`src/rtl/pipe_stage_skid_if.sv`:
```
// Purpose : handshake/payload bundle between a pipeline stage and its neighbours.
// Latency : n/a (signal bundle only).
// Backpressure: carries in_ready_o upstream and out_ready_i downstream.
// Ports (slave = stage side):
//   in_valid_i/in_ready_o/in_data_i    upstream beat
//   hold_i, flush_i                    hazard hold, branch flush
//   out_valid_o/out_ready_i/out_data_o downstream beat
//   stall_cnt_o, flush_cnt_o           saturating event counters
interface pipe_stage_skid_if #(
  parameter int DATA_W = 76,
  parameter int CNT_W  = 16
);
  logic              in_valid_i;
  logic              in_ready_o;
  logic [DATA_W-1:0] in_data_i;
  logic              hold_i;
  logic              flush_i;
  logic              out_valid_o;
  logic              out_ready_i;
  logic [DATA_W-1:0] out_data_o;
  logic [CNT_W-1:0]  stall_cnt_o;
  logic [CNT_W-1:0]  flush_cnt_o;

  modport slave (
    input  in_valid_i, in_data_i, hold_i, flush_i, out_ready_i,
    output in_ready_o, out_valid_o, out_data_o, stall_cnt_o, flush_cnt_o
  );

  modport master (
    output in_valid_i, in_data_i, hold_i, flush_i, out_ready_i,
    input  in_ready_o, out_valid_o, out_data_o, stall_cnt_o, flush_cnt_o
  );
endinterface

```
`src/rtl/pipe_stage_skid.sv`:
```
// Purpose : generic pipeline stage register with optional 2-entry skid, hold, flush and stall/flush counters.
// Latency : 1 cycle in->out when empty; 1 beat/cycle sustained with out_ready_i=1.
// Backpressure: SKID=1 -> in_ready_o from skid occupancy only; SKID=0 -> ready passes through from out_ready_i.
// Ports:
//   CLK, nRESET   clock (rising edge), synchronous active-low reset
//   bus (slave)   in_valid_i/in_ready_o/in_data_i, hold_i, flush_i,
//                 out_valid_o/out_ready_i/out_data_o, stall_cnt_o, flush_cnt_o
module pipe_stage_skid #(
  parameter int                DATA_W   = 76,
  parameter logic [DATA_W-1:0] NOP_DATA = '0,
  parameter bit                SKID     = 1'b1,
  parameter int                CNT_W    = 16
) (
  input logic              CLK,
  input logic              nRESET,
  pipe_stage_skid_if.slave bus
);

  localparam logic [CNT_W-1:0] CNT_ONE = CNT_W'(1);
  localparam logic [CNT_W-1:0] CNT_MAX = '1;

  logic              r_main_v;
  logic [DATA_W-1:0] r_main_data;
  logic              r_skid_v;
  logic [DATA_W-1:0] r_skid_data;
  logic [CNT_W-1:0]  r_stall_cnt;
  logic [CNT_W-1:0]  r_flush_cnt;

  logic w_in_ready;
  logic w_out_fire;
  logic w_in_fire;
  logic w_stall_inc;
  logic w_flush_hit;

  // Flush forces ready high so the upstream beat is consumed and dropped
  // rather than left waiting behind a killed stage.
  always_comb begin
    w_in_ready = 1'b0;
    if (bus.flush_i)
      w_in_ready = 1'b1;
    else if (bus.hold_i)
      w_in_ready = 1'b0;
    else if (SKID)
      w_in_ready = ~r_skid_v;
    else
      w_in_ready = ~r_main_v | bus.out_ready_i;
  end

  assign w_out_fire  = r_main_v & bus.out_ready_i & ~bus.hold_i;
  assign w_in_fire   = bus.in_valid_i & w_in_ready & ~bus.flush_i;
  assign w_stall_inc = r_main_v & ~w_out_fire & ~bus.flush_i;
  assign w_flush_hit = bus.flush_i & (r_main_v | r_skid_v);

  always_ff @(posedge CLK) begin
    if (!nRESET) begin
      r_main_v    <= 1'b0;
      r_main_data <= NOP_DATA;
      r_skid_v    <= 1'b0;
      r_skid_data <= NOP_DATA;
    end else if (bus.flush_i) begin
      r_main_v    <= 1'b0;
      r_main_data <= NOP_DATA;
      r_skid_v    <= 1'b0;
      r_skid_data <= NOP_DATA;
    end else if (!bus.hold_i) begin
      if (SKID) begin
        if (!r_main_v) begin
          // Skid is always empty while main is empty.
          if (w_in_fire) begin
            r_main_v    <= 1'b1;
            r_main_data <= bus.in_data_i;
          end else begin
            r_main_data <= NOP_DATA;
          end
        end else if (w_out_fire) begin
          if (r_skid_v) begin
            // Oldest waiting beat moves up; in_ready was low, so no new beat here.
            r_main_data <= r_skid_data;
            r_skid_v    <= w_in_fire;
            if (w_in_fire)
              r_skid_data <= bus.in_data_i;
          end else if (w_in_fire) begin
            r_main_data <= bus.in_data_i;
          end else begin
            r_main_v    <= 1'b0;
            r_main_data <= NOP_DATA;
          end
        end else if (w_in_fire) begin
          // Main is stalled: park the accepted beat in the skid slot.
          r_skid_v    <= 1'b1;
          r_skid_data <= bus.in_data_i;
        end
      end else begin
        if (w_out_fire || !r_main_v) begin
          r_main_v    <= w_in_fire;
          r_main_data <= w_in_fire ? bus.in_data_i : NOP_DATA;
        end
      end
    end
  end

  always_ff @(posedge CLK) begin
    if (!nRESET) begin
      r_stall_cnt <= '0;
      r_flush_cnt <= '0;
    end else begin
      if (w_stall_inc && (r_stall_cnt != CNT_MAX))
        r_stall_cnt <= r_stall_cnt + CNT_ONE;
      if (w_flush_hit && (r_flush_cnt != CNT_MAX))
        r_flush_cnt <= r_flush_cnt + CNT_ONE;
    end
  end

  assign bus.in_ready_o  = w_in_ready;
  assign bus.out_valid_o = r_main_v;
  assign bus.out_data_o  = r_main_data;
  assign bus.stall_cnt_o = r_stall_cnt;
  assign bus.flush_cnt_o = r_flush_cnt;

endmodule
```
`src/flat_wrapper.sv`:
```
// flat-port wrapper written by rule: the top's interface ports become plain ports
module pipe_stage_skid_flat 
#(
  parameter int                DATA_W   = 76,
  parameter logic [DATA_W-1:0] NOP_DATA = '0,
  parameter bit                SKID     = 1'b1,
  parameter int                CNT_W    = 16
)
  (CLK, nRESET, bus_in_valid_i, bus_in_data_i, bus_hold_i, bus_flush_i, bus_out_ready_i, bus_in_ready_o, bus_out_valid_o, bus_out_data_o, bus_stall_cnt_o, bus_flush_cnt_o);
  pipe_stage_skid_if #(.DATA_W(DATA_W), .CNT_W(CNT_W)) bus_i ();
  input logic CLK;
  input logic nRESET;
  input wire logic [$bits(bus_i.in_valid_i)-1:0] bus_in_valid_i;
  input wire logic [$bits(bus_i.in_data_i)-1:0] bus_in_data_i;
  input wire logic [$bits(bus_i.hold_i)-1:0] bus_hold_i;
  input wire logic [$bits(bus_i.flush_i)-1:0] bus_flush_i;
  input wire logic [$bits(bus_i.out_ready_i)-1:0] bus_out_ready_i;
  output wire logic [$bits(bus_i.in_ready_o)-1:0] bus_in_ready_o;
  output wire logic [$bits(bus_i.out_valid_o)-1:0] bus_out_valid_o;
  output wire logic [$bits(bus_i.out_data_o)-1:0] bus_out_data_o;
  output wire logic [$bits(bus_i.stall_cnt_o)-1:0] bus_stall_cnt_o;
  output wire logic [$bits(bus_i.flush_cnt_o)-1:0] bus_flush_cnt_o;
  assign bus_i.in_valid_i = bus_in_valid_i;
  assign bus_i.in_data_i = bus_in_data_i;
  assign bus_i.hold_i = bus_hold_i;
  assign bus_i.flush_i = bus_flush_i;
  assign bus_i.out_ready_i = bus_out_ready_i;
  assign bus_in_ready_o = bus_i.in_ready_o;
  assign bus_out_valid_o = bus_i.out_valid_o;
  assign bus_out_data_o = bus_i.out_data_o;
  assign bus_stall_cnt_o = bus_i.stall_cnt_o;
  assign bus_flush_cnt_o = bus_i.flush_cnt_o;
  pipe_stage_skid #(.DATA_W(DATA_W), .NOP_DATA(NOP_DATA), .SKID(SKID), .CNT_W(CNT_W)) u_core (.CLK(CLK), .nRESET(nRESET), .bus(bus_i));
endmodule
```
`config.mk`:
```
export PLATFORM = sky130hd
export DESIGN_NAME = pipe_stage_skid_flat
export DESIGN_NICKNAME = d
export VERILOG_FILES = /design/src/rtl/pipe_stage_skid_if.sv /design/src/rtl/pipe_stage_skid.sv /design/src/flat_wrapper.sv
export SDC_FILE = /design/constraint.sdc
export NUM_CORES = 1
export LEC_CHECK = 0
export ABC_AREA = 1
export CAP_MARGIN = 20
export CORE_MARGIN = 4
export CORE_UTILIZATION = 35
export CTS_CLUSTER_DIAMETER = 50
export DETAILED_ROUTE_END_ITERATION = 7
export GPL_ROUTABILITY_DRIVEN = 0
export PLACE_DENSITY = 0.63
export SETUP_SLACK_MARGIN = 0.02
export SYNTH_ARGS = -nofsm -noshare
export SYNTH_HDL_FRONTEND = slang
export SYNTH_SLANG_ARGS = --single-unit
```
`constraint.sdc`:
```
create_clock -name CLK -period 1.9 [get_ports CLK]
set_input_delay 0.475 -clock CLK [delete_from_list [all_inputs] [get_ports CLK]]
set_output_delay 0.475 -clock CLK [all_outputs]
set_load 0.01 [all_outputs]
```
==> summary.md <==
| Metric | Value |
|---|---|
| Mapped Area | 8180 um2 |
| I/O Buffers | 191 |
| Num CTS Buffers | 17 |
| Hold Violations, Final | 0 |
| Max Cap Viol | 0 |
| Area growth, synth to finish | 37.5% |
| Clock-pin slew of the registers on the worst-case setup and hold paths | 0.08 ns |
| Max-slew violations | 0 |
| GR Util All Layers | 17.5% |
| Post-synth cell types | 24 |
| Synth Warn # | 0 |
| Worst Slack Setup Final | 0.0619 ns |
| Drt first pass iters | 7 |
| Largest net degree at the start of global routing | 64 |
| Sequential share of the synthesized area | 45.5% |
| CP max-delay cell | clkdlybuf4s50_1 |
| Nets | 1468 |
| Clk buf depth | 2 |
| Hold buffer count at CTS | 0 |
| Clock Skew | 0.0162 ns |
| VDD IR max | 555 uV |
| Status | complete, no violations |
| Syn_area_per_cell | 6.81 um2 |
| Largest delay share family, worst path | buffers and inverters |
| DRT iter0 DRCs | 520 |
| Most frequent cells in the layout | 196 x nand2_1, 183 x o21ai_0, 177 x nor2_1, 172 x inv_1, 169 x clkdlybuf4s50_1 |
| Non-filler cells, final | 1710 |
| Multi-input gate area | 3500 um2 |
| RSZ-0062 raised after global routing | true |
| Syn nets | 1285 |
| FF+latch area | 3750 um2 |
| Total Negative Setup Slacks | 0 ns |
| Finished Cell Area | 11200 um2 |
| Setup violations, final | 0 |
| Area after DPL | 10600 um2 |
| Buf/Inv on CP | 1 |
| DP Worst Slack | -0.352 ns |
| Critical Path AT | 1.36 ns |
| Leakage | 4.74 nW |
| Via density | 4.63 |
| Min Tclk post-route | 1.84 ns |
| H-tree depth | 4 |
| Crit-path max cell delay | 0.56 ns |
| Total Wirelength | 23200 um |
| Final Cycle Share | 96.7% |
| Post-DP HPWL | 15700 um |
| Vias in the first global route | 7301 |
| Vias | 7917 |
| Later-pin clock latency in the skew report | 0.43 ns |
| Setup crit start kind | flip-flop |
| Core Region | 22800 um2 |
| Worst Path Required | 1.42 ns |
| Initial cell density of the core | 35.8% |
| Share of cells above drive strength 1 | 7.59% |
| Initial antenna violation count | 2 |
| DP Cell Count | 1677 |
| Least-Margin Pin Slew | 0.603 ns |
| Chip height | 161 um |
| Commonest non-fill, non-tap cell in the layout | nand2_1 |
| Die area | 25900 um2 |
| Synth Instances | 1201 |
| DRC Markers | 0 |
| Critical-path cell list | clkdlybuf4s50_1 |
| Io pins | 192 |
| Pwr/cell area | 736 nW/um2 |
| Fmax | 544 MHz |
| Worst min path class | flip-flop to flip-flop |
| Slew HR | 59.8% |
| Hold_ws | 0.446 ns |
| CTS tree | yes |
| WS Path Type | flip-flop to output port |
| Fillers | 2342 |
| Number of synthesized register bits | 186 |
| Ant diodes | 0 |
| Clk sinks | 186 |
| Die Span X | 161 um |
| Critical Path End Type | output port |
| Avg WL per Cell | 13.6 um |
| Gr ovfl total | 0 |
| Site row count | 55 |
| Worst-path maximum fanout | 2 |
| First-pass GRT wire length | 37300 um |
| Clock root buffer master | clkbuf_16 |
| Routed Antenna Nets | 0 |
==> routing by layer <==
layer	vias up	global-route usage [%]	part of all wire, %
li1	4152	-	-
met1	3559	23.2	47
met2	185	28.7	46
met3	17	5.08	5.9
met4	4	3.26	0.92
met5	-	0	0.11
==> area by class of cell <==
| type | instances | share of cell area (%) |
|---|---|---|
| Tap cell | 313 | 3.48 |
| Multi-Input combinational cell | 770 | 31.1 |
| Clock buffer | 18 | 3.81 |
| Clock inverter | 14 | 1.36 |
| Sequential cell | 186 | 33.4 |
| Timing Repair Buffer | 234 | 21.1 |
| Inverter | 175 | 5.84 |
==> report_power, final <==
| group | leakage [nW] | total [W] | switching (W) | internal [W] |
|---|---|---|---|---|
| sequential | 1.52 | 0.00399 | 0.0000383 | 0.00396 |
| combinational | 2.95 | 0.000773 | 0.000385 | 0.000387 |
| clock | 0.278 | 0.00351 | 0.00175 | 0.00176 |
| total | 4.74 | 0.00827 | 0.00217 | 0.00611 |
==> through the flow <==
| stage | utilization (%) | total power (W) |
|---|---|---|
| after global routing | 49.2 | 0.00862 |
| after floorplan | - | 0.00441 |
| final | 49.2 | 0.00827 |
| after global placement | 46.4 | 0.00486 |
| after detailed placement | 46.4 | 0.00486 |
| after CTS | 49.0 | 0.00839 |
==> worst paths after layout <==
path	slack (ns)	cells after the start	end	from
worst max-delay path	0.06	1	bus_out_data_o[23]	u_core.bus.out_data_o[23]
worst min-delay path	0.45	2	u_core.r_skid_data[52]	u_core.r_skid_data[52]
worst max register to register	0.27	10	u_core.bus.stall_cnt_o[2]	u_core.bus.stall_cnt_o[0]
worst min register to register	0.45	2	u_core.r_skid_data[52]	u_core.r_skid_data[52]
==> sequential cells by signal (all words and copies together), names as in the netlist <==
| register | cells |
|---|---|
| u_core.bus.flush_cnt_o | 16 |
| u_core.bus.out_data_o | 76 |
| u_core.bus.out_valid_o | 1 |
| u_core.bus.stall_cnt_o | 16 |
| u_core.r_skid_data | 76 |
| u_core.r_skid_v | 1 |
==> cells by family (layout without fill, tap and decap cells) <==
family,after synthesis,in the layout,synth area share [%]
flops,186,186,45.5
compound gates,347,347,21.2
xor+xnor,10,10,1.07
simple gates,411,411,19.8
fa+ha+maj,2,2,0.306
buf+inv,245,441,12.0
==> Yosys cell counts, drive strengths merged <==
cell type	n	area (um2)
o21ai	218	1090
nand2	198	746
dfxtp	186	3720
nor2	179	674
inv	174	653
a21oi	129	646
clkbuf	45	169
buf	25	160
nand3	21	110
nand4	10	62.6
xor2	7	61.3
xnor2	3	26.3
ha	2	25.0
nand3b	2	15.0
clkinv	1	3.75
nor3	1	16.3
==> timing repair <==
item                                    in CTS  in global routing
endpoints found under the setup margin      27                 36
buffers inserted                             0                  1
gates resized for setup                     34                 17
Note: power is estimated with default switching activity, not from simulation.
==> variant (same flow settings) <==
`SKID` is set to 1'b1 in 2 places; all go to 1'b0.
--- a/src/rtl/pipe_stage_skid.sv
+++ b/src/rtl/pipe_stage_skid.sv
@@ -8,7 +8,7 @@
 module pipe_stage_skid #(
   parameter int                DATA_W   = 76,
   parameter logic [DATA_W-1:0] NOP_DATA = '0,
-  parameter bit                SKID     = 1'b1,
+  parameter bit                SKID     = 1'b0,
   parameter int                CNT_W    = 16
 ) (
   input logic              CLK,
--- a/src/flat_wrapper.sv
+++ b/src/flat_wrapper.sv
@@ -3,7 +3,7 @@
 #(
   parameter int                DATA_W   = 76,
   parameter logic [DATA_W-1:0] NOP_DATA = '0,
-  parameter bit                SKID     = 1'b1,
+  parameter bit                SKID     = 1'b0,
   parameter int                CNT_W    = 16
 )
   (CLK, nRESET, bus_in_valid_i, bus_in_data_i, bus_hold_i, bus_flush_i, bus_out_ready_i, bus_in_ready_o, bus_out_valid_o, bus_out_data_o, bus_stall_cnt_o, bus_flush_cnt_o);
Function: changed (Yosys sat finds a counterexample within 4 cycles, from zero or initial values and one cycle with nRESET low).
==> variant against the unedited design <==
Design area decreased by 37%. Area after synthesis decreased by 43%. Sequential cell count decreased by 77. Total power decreased by 41%. Worst setup slack improved by 8.6 ps. Wire length decreased by 39%. Worst hold slack improved by 19 ps. First-iteration DRC count decreased by 17%. Critical path type unchanged. Critical endpoint is now bus_stall_cnt_o[6].
==> variant: results (changes against the unedited design) <==
- Status: finished, final reports clean
- Nets: 931 (-37%)
- Crit Path Max Fanout: 5 (+3)
- Clock Tree Root: clkbuf_16
- CTS H-tree depth: 3 (-1)
- Initial antenna violation count: 0 (-2)
- Worst slew pin tran: 326 ps (-277 ps)
- Synth cell count leaders: nand2_1 (224), dfxtp_1 (109), a21oi_1 (87)
- Setup crit start: u_core.bus.stall_cnt_o[6]$_SDFFE_PN0P_
- R2R Setup Slk: 330 ps (+60 ps)
- Skew final: 8.65 ps (-7.55 ps)
- First-pass GRT wire length: 22500 um (-40%)
- Max VDD drop: 455 uV (-18%)
- Hold Slack: 464 ps (+18.7 ps)
- Pin count of the biggest net entering global routing: 77 (+20%)
- Slowest cell on the critical path: clkdlybuf4s50_1
- Vias in the first global route: 4619 (-37%)
- Reg2reg path depth: 8 (-2)
- Finished Layout Cells: 1024 (-40%)
- P_leak: 0.00259 uW (-45%)
- ANT cells: 0 (unchanged)
- Tot GR Track Use: 18.6% (+1.2 points)
- Proportion of layout cells with a drive suffix above 1: 10.3% (+2.7 points)
- Net Sw Power: 1060 uW (-51%)
- Hold path startpoint: u_core.bus.out_data_o[29]$_SDFFE_PP0P_
- Start of the worst register-to-register path: u_core.bus.flush_cnt_o[0]$_SDFFE_PN0P_
- TritonRoute pass-1 iters: 5 (-2)
- CTS Buf Count: 9 (-8)
- Average wire per standard cell: 13.8 um (+2.0%)
- Syn nets: 735 (-43%)
- Vias: 4814 (-39%)
- Sequential share of the synthesized area: 47.1% (+1.6 points)
- Synthesized instance count: 651 (-46%)
- Drt first-iter violations: 433 (-17%)
- Hpwl dp: 10600 um (-33%)
- Synth top area cells: dfxtp_1 (47%), nand2_1 (18%), a21oi_1 (9.4%)
- Worst skew pair latency: 350 ps (-80 ps)
==> variant: cell count changes after synthesis, moves of 4 or more <==
cell      before  now
xor2_1         7    0
clkbuf_1      45    5
nor2_2         1    5
nand3_1       20   32
nor2_1       178   80
nand2_2        1   14
a21oi_1      129   87
inv_1        172   32
o21ai_1       33    0
o21ai_0      185    6
nand2_1      197  224
dfxtp_1      186  109
a21oi_2        0   10
==> variant: kinds of logic after synthesis <==
group / Yosys count / share of synthesized area (%)
adders and majority gates: 2 / 0.540
DFF: 109 / 47.1
and+or+nand+nor: 371 / 33.4
AOI/OAI and AO/OA: 103 / 11.9
xor gates and xnor gates: 1 / 0.189
buffers and inverters: 65 / 6.78
==> variant: stage by stage <==
stage	area [um^2]	util, %	worst slack (ps)	TNS [ps]	power (uW)
after detailed placement	6790	53.2	-348	-11020	2790
after global routing	7140	55.9	21.4	0	5070
final	7140	55.9	70.5	0	4890
after floorplan	4630	-	291	0	2520
after CTS	7140	55.9	16.2	0	4940
after global placement	6790	53.2	-342	-9120	2790
==> variant: what timing repair did <==
item                                    in CTS  in global routing
gates resized for setup                      8                  7
endpoints found under the setup margin       5                  7
pin swaps                                    0                  0
==> variant: metal layers <==
layer / up-vias / part of all wire (%) / track usage (%)
met5: - / 0 / 0
met4: 0 / 2.7 / 7.61
met3: 24 / 8.2 / 6.18
met2: 156 / 48 / 30.9
met1: 2172 / 41 / 22.3
li1: 2462 / - / -
==> variant: area by class of cell <==
type | count | area, um^2
fillers | 1184 | 5640
flip-flops and latches | 109 | 2190
multi-input cells | 477 | 2140
repair buffers | 214 | 2120
clock buffers | 10 | 229
well taps | 172 | 215
inverters | 36 | 135
clock inverters | 6 | 111
==> variant: path summary, 6_finish.rpt <==
kind,to
setup reg to reg,u_core.bus.flush_cnt_o[14]$_SDFFE_PN0P_
hold / removal,u_core.bus.out_data_o[29]$_SDFFE_PP0P_
setup / recovery,bus_stall_cnt_o[6]
hold reg to reg,u_core.bus.out_data_o[29]$_SDFFE_PP0P_
==> variant: power by group through the flow <==
stage	combinational (uW)	sequential (uW)	clock, uW
3_5_place_dp	421	2370	0
4_1_cts	422	2320	2210
3_3_place_gp	418	2370	0
5_1_grt	452	2320	2300
2_1_floorplan	144	2380	0
6_report	416	2320	2160
